File: src/rtl/rvecc_pkg.sv
// rvecc_pkg: shared constants, FSM state type and data-to-codeword position map
// for the 39/32 SECDED encoder and checker.
package rvecc_pkg;

   localparam int DATA_W = 32;
   localparam int ECC_W  = 7;
   localparam int CW_W   = 39;

   typedef enum logic [2:0] {
      ST_IDLE,
      ST_RD_REQ,
      ST_RD_WAIT,
      ST_WRITE,
      ST_DONE
   } state_e;

   // Data bits fill the non-power-of-two codeword positions in ascending order.
   function automatic logic [5:0] data_pos(input int unsigned i);
      return (i == 0)  ? 6'd3 :
             (i <= 3)  ? 6'(i + 4) :
             (i <= 10) ? 6'(i + 5) :
             (i <= 25) ? 6'(i + 6) : 6'(i + 7);
   endfunction

endpackage

File: src/rtl/rvecc_chk.sv
// rvecc_chk: SECDED checker for a stored 39-bit codeword; corrects single-bit
// errors unless sed_ded selects detect-only operation.
module rvecc_chk
   import rvecc_pkg::*;
(
   input  logic [DATA_W-1:0] din,
   input  logic [ECC_W-1:0]  ecc_in,
   input  logic              sed_ded,
   output logic [DATA_W-1:0] dout,
   output logic              sec,
   output logic              ded
);

   logic [ECC_W-1:0] ecc_calc;
   logic [5:0]       syn;
   logic             par;

   rvecc_gen u_gen (
      .din (din),
      .ecc (ecc_calc)
   );

   assign syn = ecc_calc[5:0] ^ ecc_in[5:0];
   // Overall parity of the received word, rebuilt from the generator's parity bit.
   assign par = ecc_calc[6] ^ ecc_in[6] ^ ^syn;
   assign sec = par & (syn <= 6'd38) & ~sed_ded;
   assign ded = (par | (syn != 6'd0)) & ~sec;

   always_comb begin
      dout = din;
      for (int i = 0; i < DATA_W; i++) dout[i] = din[i] ^ (sec && (syn == data_pos(i)));
   end

endmodule

File: src/rtl/rvecc_gen.sv
// rvecc_gen: combinational 32->7 SECDED check-bit generator; ecc[6] makes the
// whole 39-bit codeword even parity.
module rvecc_gen
   import rvecc_pkg::*;
(
   input  logic [DATA_W-1:0] din,
   output logic [ECC_W-1:0]  ecc
);

   always_comb begin
      ecc = '0;
      for (int i = 0; i < DATA_W; i++) ecc[5:0] = ecc[5:0] ^ ({6{din[i]}} & data_pos(i));
      ecc[6] = ^din ^ ^ecc[5:0];
   end

endmodule

File: src/rtl/rvecc_wr_encode.sv
// rvecc_wr_encode: SECDED write-path encoder; full writes are encoded directly,
// partial writes use read-modify-write when RVECC_RMW_EN is defined.
module rvecc_wr_encode
   import rvecc_pkg::*;
#(
   parameter int ADDR_W = 16
) (
   input  logic              clk,
   input  logic              rst_l,
   input  logic              req_valid,
   output logic              req_ready,
   input  logic [ADDR_W-1:0] req_addr,
   input  logic [31:0]       req_wdata,
   input  logic [3:0]        req_wbe,
   output logic              mem_rd_valid,
   output logic [ADDR_W-1:0] mem_rd_addr,
   input  logic              mem_rd_rvalid,
   input  logic [31:0]       mem_rd_data,
   input  logic [6:0]        mem_rd_ecc,
   output logic              mem_wr_valid,
   input  logic              mem_wr_ready,
   output logic [ADDR_W-1:0] mem_wr_addr,
   output logic [31:0]       mem_wr_data,
   output logic [6:0]        mem_wr_ecc,
   output logic              done_valid,
   output logic              done_err,
   output logic [15:0]       sec_cnt
);

   state_e              state_q, state_d;
   logic                req_ready_q, req_ready_d;
   logic                mem_rd_valid_q, mem_rd_valid_d;
   logic                mem_wr_valid_q, mem_wr_valid_d;
   logic                done_valid_q, done_valid_d;
   logic                done_err_q, done_err_d;
   logic [ADDR_W-1:0]   addr_q, addr_d;
   logic [ADDR_W-1:0]   wr_addr_q, wr_addr_d;
   logic [DATA_W-1:0]   wr_data_q, wr_data_d;
   logic [ECC_W-1:0]    wr_ecc_q, wr_ecc_d;
   logic [DATA_W-1:0]   enc_din;
   logic [ECC_W-1:0]    enc_ecc;

   rvecc_gen u_gen (
      .din (enc_din),
      .ecc (enc_ecc)
   );

`ifdef RVECC_RMW_EN
   logic [DATA_W-1:0]   wdata_q, wdata_d;
   logic [3:0]          wbe_q, wbe_d;
   logic [15:0]         sec_cnt_q, sec_cnt_d;
   logic [DATA_W-1:0]   rd_cor, merged;
   logic                rd_sec, rd_ded;

   rvecc_chk u_chk (
      .din     (mem_rd_data),
      .ecc_in  (mem_rd_ecc),
      .sed_ded (1'b0),
      .dout    (rd_cor),
      .sec     (rd_sec),
      .ded     (rd_ded)
   );

   for (genvar b = 0; b < 4; b++) begin : g_merge
      assign merged[8*b +: 8] = wbe_q[b] ? wdata_q[8*b +: 8] : rd_cor[8*b +: 8];
   end

   // The single generator serves both the direct full-write and the RMW merge.
   assign enc_din = (state_q == ST_RD_WAIT) ? merged : req_wdata;
   assign sec_cnt = sec_cnt_q;
`else
   logic unused_rd;

   assign unused_rd = ^{mem_rd_rvalid, mem_rd_data, mem_rd_ecc};
   assign enc_din   = req_wdata;
   assign sec_cnt   = '0;
`endif

   always_comb begin
      state_d        = state_q;
      mem_rd_valid_d = 1'b0;
      mem_wr_valid_d = mem_wr_valid_q;
      done_valid_d   = 1'b0;
      done_err_d     = done_err_q;
      addr_d         = addr_q;
      wr_addr_d      = wr_addr_q;
      wr_data_d      = wr_data_q;
      wr_ecc_d       = wr_ecc_q;
`ifdef RVECC_RMW_EN
      wdata_d        = wdata_q;
      wbe_d          = wbe_q;
      sec_cnt_d      = sec_cnt_q;
`endif
      case (state_q)
         ST_IDLE: if (req_valid) begin
            addr_d = req_addr;
`ifdef RVECC_RMW_EN
            wdata_d = req_wdata;
            wbe_d   = req_wbe;
`endif
            if (&req_wbe) begin
               state_d        = ST_WRITE;
               mem_wr_valid_d = 1'b1;
               wr_addr_d      = req_addr;
               wr_data_d      = req_wdata;
               wr_ecc_d       = enc_ecc;
            end else if (req_wbe == 4'h0) begin
               state_d      = ST_DONE;
               done_valid_d = 1'b1;
            end else begin
`ifdef RVECC_RMW_EN
               state_d        = ST_RD_REQ;
               mem_rd_valid_d = 1'b1;
`else
               state_d      = ST_DONE;
               done_valid_d = 1'b1;
               done_err_d   = 1'b1;
`endif
            end
         end
`ifdef RVECC_RMW_EN
         ST_RD_REQ: state_d = ST_RD_WAIT;
         ST_RD_WAIT: if (mem_rd_rvalid) begin
            if (rd_ded) begin
               state_d      = ST_DONE;
               done_valid_d = 1'b1;
               done_err_d   = 1'b1;
            end else begin
               state_d        = ST_WRITE;
               mem_wr_valid_d = 1'b1;
               wr_addr_d      = addr_q;
               wr_data_d      = merged;
               wr_ecc_d       = enc_ecc;
               sec_cnt_d      = sec_cnt_q + 16'(rd_sec & ~&sec_cnt_q);
            end
         end
`endif
         ST_WRITE: if (mem_wr_ready) begin
            state_d        = ST_DONE;
            mem_wr_valid_d = 1'b0;
            done_valid_d   = 1'b1;
         end
         ST_DONE: begin
            state_d    = ST_IDLE;
            done_err_d = 1'b0;
         end
         default: state_d = ST_IDLE;
      endcase
      req_ready_d = (state_d == ST_IDLE);
   end

   always_ff @(posedge clk) begin
      if (!rst_l) begin
         state_q        <= ST_IDLE;
         req_ready_q    <= 1'b1;
         mem_rd_valid_q <= 1'b0;
         mem_wr_valid_q <= 1'b0;
         done_valid_q   <= 1'b0;
         done_err_q     <= 1'b0;
         addr_q         <= '0;
         wr_addr_q      <= '0;
         wr_data_q      <= '0;
         wr_ecc_q       <= '0;
`ifdef RVECC_RMW_EN
         wdata_q        <= '0;
         wbe_q          <= '0;
         sec_cnt_q      <= '0;
`endif
      end else begin
         state_q        <= state_d;
         req_ready_q    <= req_ready_d;
         mem_rd_valid_q <= mem_rd_valid_d;
         mem_wr_valid_q <= mem_wr_valid_d;
         done_valid_q   <= done_valid_d;
         done_err_q     <= done_err_d;
         addr_q         <= addr_d;
         wr_addr_q      <= wr_addr_d;
         wr_data_q      <= wr_data_d;
         wr_ecc_q       <= wr_ecc_d;
`ifdef RVECC_RMW_EN
         wdata_q        <= wdata_d;
         wbe_q          <= wbe_d;
         sec_cnt_q      <= sec_cnt_d;
`endif
      end
   end

   assign req_ready    = req_ready_q;
   assign mem_rd_valid = mem_rd_valid_q;
   assign mem_rd_addr  = addr_q;
   assign mem_wr_valid = mem_wr_valid_q;
   assign mem_wr_addr  = wr_addr_q;
   assign mem_wr_data  = wr_data_q;
   assign mem_wr_ecc   = wr_ecc_q;
   assign done_valid   = done_valid_q;
   assign done_err     = done_err_q;

endmodule

File: config.mk
export PLATFORM = sky130hd
export DESIGN_NAME = rvecc_wr_encode
export DESIGN_NICKNAME = d
export VERILOG_FILES = /design/src/rtl/rvecc_pkg.sv /design/src/rtl/rvecc_chk.sv /design/src/rtl/rvecc_gen.sv /design/src/rtl/rvecc_wr_encode.sv
export SDC_FILE = /design/constraint.sdc
export NUM_CORES = 1
export LEC_CHECK = 0
export BUFFER_PORTS_ARGS = -buffer_cell sky130_fd_sc_hd__buf_2
export CORE_UTILIZATION = 25
export CTS_CLUSTER_DIAMETER = 50
export CTS_CLUSTER_SIZE = 8
export DETAILED_ROUTE_END_ITERATION = 6
export SETUP_SLACK_MARGIN = 0.2
export SKIP_LAST_GASP = 1
export SYNTH_ARGS = -nofsm -noshare
export SYNTH_HDL_FRONTEND = slang
export SYNTH_HIERARCHICAL = 1
export SYNTH_SLANG_ARGS = --single-unit
File: constraint.sdc
create_clock -name clk -period 2.95 [get_ports clk]
set_clock_uncertainty 0.1 [all_clocks]
set_input_delay 0.59 -clock clk [delete_from_list [all_inputs] [get_ports clk]]
set_output_delay 0.59 -clock clk [all_outputs]
set_load 0.005 [all_outputs]
==> results by group, run 1 <==
Finish
  • Antenna Cells: 0
  • Design area: 4900 um^2
  • Final core area utilization: 33.2%
  • Most common cell after layout, fill and taps aside: nand2_1
  • Most frequent cells in the layout: 144 x nand2_1, 129 x buf_2, 78 x dfxtp_1
  • Final nets: 623
  • Area Growth Syn to Fin: 27.5%
  • Share of cells above drive strength 1: 30.5%

Synth
  • Post-synthesis simple-gate area fraction: 15.9%
  • XOR/XNOR Fraction of Synth Area: 18.4%
  • Synth Area per Inst: 9.49 um^2
  • Top cells by area, synth: dfxtp_1 41%, mux2i_1 14%, nand2_1 14%, xnor3_1 6.4%, xnor2_1 5.7%
  • Netlist Area Pre-Place: 3840 um^2
  • Seq cells post-synth: 78
  • Adder-cell share of the synthesized area: 0%
  • Compound-Gate Fraction of Synth Area: 3.55%
  • Post-Syn Instances: 405
  • Yosys cell types: 31
  • Post-synth top area share: 40.6%
  • Mux cell area share after synthesis: about 14%
  • Synth warnings: 6
  • Post-synth top area cell: dfxtp_1
  • Register area share after synthesis: 40.6%
  • Largest family of logic cells by synthesized area: XOR/XNOR gates

Worst hold path
  • Hold Path Depth: 2
  • Worst hold path class: reg2reg

Placement
  • Placement Setup Slack: 0.196 ns
  • Number of I/O port buffers: 130
  • Hpwl dp: 6980 um
  • GPL Wtd Cong: 0.713
  • Cell Area, Placed: 4570 um^2

Clocking
  • Post-CTS Resized: 0
  • # hold bufs at CTS: 0
  • Clock Tree Buf Depth: 2
  • CTS tree: done
  • Worst-path clk slew: 0.06 ns
  • TritonCTS buffer count: 9
  • Clock sinks: 78
  • Clk_lat worst skew: roughly 0.34 ns
  • H-tree depth: 3
  • Setup bufs post-CTS: 0
  • Cell at the root of the clock tree: clkbuf_16

Drt
  • Routed vias/inst: 4.20
  • Initial DRT Pass Iterations: 4
  • Wirelength per Cell: 13.3 um
  • Number of routed nets with antenna violations: 0
  • Via count: between 3000 and 4000
  • Post-Route WL: 9530 um
  • Residual DRC count: 0
  • DR iter-0 viols: 62

Critical path
  • Worst setup SP type: primary input
  • CP required: 3.07 ns
  • Worst reg2reg path depth: 4
  • CP arrival: 2.51 ns
  • Crit end category: flip-flop
  • Crit path max fanout: 3
  • CP Class: in2reg

Power
  • VDD IR-drop max: around 0.35 mV
  • Pwr dens: between 600 and 700 nW/um^2
  • Pleak: around 0.0022 uW
  • Final Power: 3010 uW

Floorplan
  • Initial Utilization: 26.0%
  • Core area: 14800 um^2
  • Die ar.: 15900 um^2
  • DIE HEIGHT: 126 um
  • # rows: 44
  • I/O pin cnt: 188
  • Die W: 126 um

GRT
  • GRT Total Usage: 12.5%
  • Vias in the first global route: 2908
  • Total congestion overflow: 0
  • Largest net degree at the start of global routing: 115
  • Initial antenna violation count: 0
  • First-pass GRT wire length: 15200 um

STA
  • Crit share post-route: 81.2%
  • RSZ-0062 raised after global routing: no
  • Least-Margin Pin Slew: 1.10 ns
  • Slew Limit Fails: 0
  • Fin Setup TNS: 0 ns
  • Final WS setup: 0.555 ns
  • Finish-stage setup viols: 0
  • Fin crit period: 2.39 ns
  • Relative slew slack: 26.4%
  • Max Clk Rate: 418 MHz
  • Fin. Hold Viols: 0

Run
  • Max-cap violation count: 0

Run status
  • Status: finished, final reports clean
-- sequential cells by signal (all words and copies together), names as in the netlist --
| signal | flops |
|---|---|
| mem_wr_ecc | 7 |
| state_q | 3 |
| mem_wr_data | 32 |
| mem_rd_addr | 16 |
| mem_wr_addr | 16 |
| done_err | 1 |
| done_valid | 1 |
| req_ready | 1 |
| mem_wr_valid | 1 |
-- routing by layer --
metal	routed length, um	track usage, %
met1	4240	14.8
met2	4570	21.1
met3	632	4.84
met4	82	3.40
met5	0	0
-- stage by stage --
stage	cells	hold WS, ns
finish	716	0.350
global route	716	0.368
CTS	716	0.356
floorplan	421	0.351
global placement	700	0.339
detailed placement	700	0.345
-- power breakdown --
| part | leakage (uW) | internal, uW | total [uW] | switching (uW) |
|---|---|---|---|---|
| Sequential | 0.000633 | 1080 | 1100 | 14.9 |
| Combinational | 0.00145 | 406 | 701 | 295 |
| Clock | 0.000154 | 761 | 1210 | 450 |
| Total | 0.00224 | 2250 | 3010 | 760 |
-- critical path: stages --
cell	delay (ns)
buf_2	0.14
xnor2_2	0.25
xnor2_2	0.17
xnor3_1	0.48
xnor3_2	0.39
xnor3_1	0.34
nand2_1	0.07
mux2i_1	0.09
-- final timing paths --
kind | slack (ns) | end | start
max reg2reg | 1.13 | mem_wr_addr[7] | state_q[0]
min reg2reg | 0.35 | mem_rd_addr[15] | mem_rd_addr[15]
max | 0.56 | mem_wr_ecc[6] | req_wdata[21]
min | 0.35 | mem_rd_addr[15] | mem_rd_addr[15]
-- cells by family (layout without fill, tap and decap cells) --
| family | count (synthesis) | count (layout) |
|---|---|---|
| XOR/XNOR | 54 | 54 |
| buffers and inverters | 41 | 152 |
| multiplexers | 55 | 55 |
| AND/OR/NAND/NOR | 152 | 152 |
| AO/OA/AOI/OAI | 24 | 24 |
| flip-flops | 78 | 78 |
| other | 1 | 17 |
-- cell usage after synthesis --
cell type and instances:
a211oi_1 1, a21oi_1 18, a41oi_1 1, and3b_1 1
buf_1 1, buf_12 2, buf_2 1, buf_4 20
buf_8 1, clkbuf_1 15, clkinv_1 1, conb_1 1
dfxtp_1 78, mux2i_1 55, nand2_1 144, nand4_1 1
nor2_1 1, nor2_4 1, nor2b_1 1, nor4b_2 1
o211a_1 1, o21a_1 2, o21ai_0 1, or4_1 1
or4b_1 1, xnor2_1 25, xnor2_2 6, xnor3_1 11
xnor3_2 2, xor2_1 9, xor2_2 1
-- final cells by class --
| cell class | count | area, um^2 |
|---|---|---|
| clock buffers | 10 | 239 |
| clock inverters | 6 | 85.1 |
| fillers | 1539 | 9860 |
| inverters | 1 | 3.75 |
| multi-input cells | 302 | 2080 |
| flip-flops and latches | 78 | 1560 |
| well taps | 184 | 230 |
| repair buffers | 135 | 703 |
(Power assumes the default switching activity.)
==> run 2: changes to the inputs <==
Clock period 2.95 ns to 2 ns, I/O delays scaled along.
==> run 2 against run 1 <==
The run now ends with negative setup slack left. Largest cell class unchanged. Critical endpoint unchanged. Largest power group unchanged. Count of clock-buffer cells in the layout stayed put. Global-route usage is 1.7 points higher. Setup slack worse by 0.65 ns. Final area is 10% higher. Combinational power is 84% higher.
==> results by group, run 2 (same netlist as run 1, synthesis figures left out) <==
Finish
  • Antenna Cells: 0 (unchanged)
  • Max FFs per register: 32 (unchanged)
  • Most frequent cells in the layout: 144 x nand2_1, 129 x buf_2, 76 x dfxtp_1
  • Non-filler cells, final: 760 (+6.1%)
  • Area Growth Syn to Fin: 40.6%
  • Share of cells above drive strength 1: 37.3% (+6.9 points)
  • Final core area utilization: 36.6% (+3.4 points)
  • Final nets: 667 (+7.1%)
  • Most common cell after layout, fill and taps aside: nand2_1

Drt
  • Via count: 3225 (+7.2%)
  • Residual DRC count: 0 (unchanged)
  • Initial DRT Pass Iterations: 6 (+2)
  • Number of routed nets with antenna violations: 0 (unchanged)
  • Wirelength per Cell: 14.0 um (+5.2%)
  • DR iter-0 viols: 103 (+66%)
  • Post-Route WL: 10600 um (+12%)
  • Routed vias/inst: 4.24 (+1.0%)

GRT
  • Largest net degree at the start of global routing: 78 (-32%)
  • GRT Total Usage: 14.2% (+1.7 points)
  • Total congestion overflow: 0 (unchanged)
  • First-pass GRT wire length: 17300 um (+14%)
  • Initial antenna violation count: 0 (unchanged)
  • Vias in the first global route: 3333 (+15%)

Floorplan
  • Initial Utilization: 26.0% (unchanged)
  • Die W: 126 um (unchanged)
  • # rows: 44 (unchanged)
  • Die ar.: 15900 um^2 (unchanged)
  • I/O pin cnt: 188 (unchanged)
  • DIE HEIGHT: 126 um (unchanged)
  • Core area: 14800 um^2 (unchanged)

Clocking
  • Clock Tree Buf Depth: 2 (unchanged)
  • Cell at the root of the clock tree: clkbuf_16
  • CTS tree: done
  • H-tree depth: 3 (unchanged)
  • Worst-path clk slew: 0.06 ns (about the same)
  • Clock sinks: 78 (unchanged)
  • Clk_lat worst skew: 0.34 ns (about the same)
  • TritonCTS buffer count: 9 (unchanged)

STA
  • Final WS setup: -0.0941 ns (-0.649 ns)
  • Finish-stage setup viols: 1 (+1)
  • Crit share post-route: 105%
  • Fin crit period: approximately 2.1 ns
  • Fin. Hold Viols: 0 (unchanged)
  • Slew Limit Fails: 0 (unchanged)
  • Max Clk Rate: 478 MHz
  • RSZ-0062 raised after global routing: yes

Placement
  • Number of I/O port buffers: 130 (unchanged)
  • Hpwl dp: 7450 um (+6.7%)
  • GPL Wtd Cong: 0.756 (+6.1%)
  • Placement Setup Slack: -0.546 ns (-0.742 ns)
  • Cells after DPL: 732 (+4.6%)

Run status
  • Status: complete, but fails checks
  • Failing checks: negative setup slack

Critical path
  • CP Buf/Inv Count: 1 (unchanged)
  • Most used cell, CP: xnor3_1
  • Max stage delay on crit path: 0.48 ns (about the same)
  • CP required: 2.13 ns (-0.94 ns)
  • Crit-path slowest cell: xnor3_1
  • Worst-path cell chain: buf_2 -> xnor2_2 -> xnor3_1 -> xnor3_1 -> xnor3_2 -> xnor3_1 -> nand2_1 -> mux2i_1
  • Worst setup SP type: primary input
  • CP Class: in2reg
  • Critical path's top delay family: XOR/XNOR gates
  • Crit path max fanout: 2 (-1)
  • CP arrival: 2.22 ns (-0.29 ns)
  • Crit end category: flip-flop
  • R2R Setup Slk: 0.24 ns (-0.89 ns)

Power
  • Seq pwr share: 34.7% (-1.8 points)
  • Switch share: 25.4% (+0.20 points)
  • Clock power share: 37.6% (-2.6 points)
  • Int Power: 3470 uW (+54%)
  • Net Switching: 1180 uW (+56%)
  • VDD IR-drop max: 0.514 mV (+49%)
  • Pleak: 0.00251 uW (+12%)
  • Comb power frac: 27.7% (+4.4 points)
  • Final Power: 4650 uW (+55%)
  • Pwr dens: 861 nW/um^2 (+40%)

Run
  • Max-cap violation count: 0 (unchanged)

Worst hold path
  • Worst hold path class: in2reg
run 2: cell type report:
class / count / area, um^2
Inverter: 1 / 3.75
Clock buffer: 10 / 229
Clock inverter: 6 / 86.3
Sequential cell: 78 / 1570
Multi-Input combinational cell: 302 / 2150
Fill cell: 1493 / 9350
Tap cell: 184 / 230
Timing Repair Buffer: 179 / 1130
run 2: worst register-to-register path, cell delays in order, from the launching register on:
cell     delay (ns)
dfxtp_4        0.34
or4b_4         0.55
nor2_4         0.12
buf_6          0.15
buf_6          0.10
buf_12         0.12
mux2i_1        0.20
run 2: power by group through the flow:
stage	clock network [uW]	registers, uW	logic, uW
after floorplan	0	1660	818
after global placement	0	1650	1200
after detailed placement	0	1650	1230
after CTS	1810	1620	1300
after global routing	1890	1620	1410
final	1750	1620	1290
run 2: metrics by stage:
step	hold WS [ns]	TNS (ns)	area, um^2
2_1_floorplan	0.351	-0.205	3920
3_3_place_gp	0.339	-0.760	4850
3_5_place_dp	0.344	-0.807	4850
4_1_cts	0.190	-0.0978	5370
5_1_grt	0.196	-0.181	5400
6_report	0.206	-0.0941	5400
run 2: final timing paths:
check	from	to	cells past startpoint
min reg2reg	mem_wr_data[4]	mem_wr_data[4]	2
max	req_wdata[8]	mem_wr_ecc[6]	8
min	req_addr[8]	mem_rd_addr[8]	3
max reg2reg	state_q[2]	mem_wr_data[18]	6
run 2: repair_timing:
action / 4_1_cts / 5_1_grt
setup buffers: 8 / 1
pin swaps: 6 / 1
hold buffers: 0 / 0
endpoints found under the setup margin: 38 / 39
cloned: 3 / 0
resized for setup: 16 / 3
run 2: per-layer routing:
| metal | up-vias | global-route usage [%] | part of all wire (%) |
|---|---|---|---|
| li1 | 1606 | - | - |
| met1 | 1501 | 16.6 | 44 |
| met2 | 108 | 24.8 | 49 |
| met3 | 10 | 4.67 | 6.4 |
| met4 | 0 | 4.11 | 1.2 |
| met5 | - | 0 | 0 |
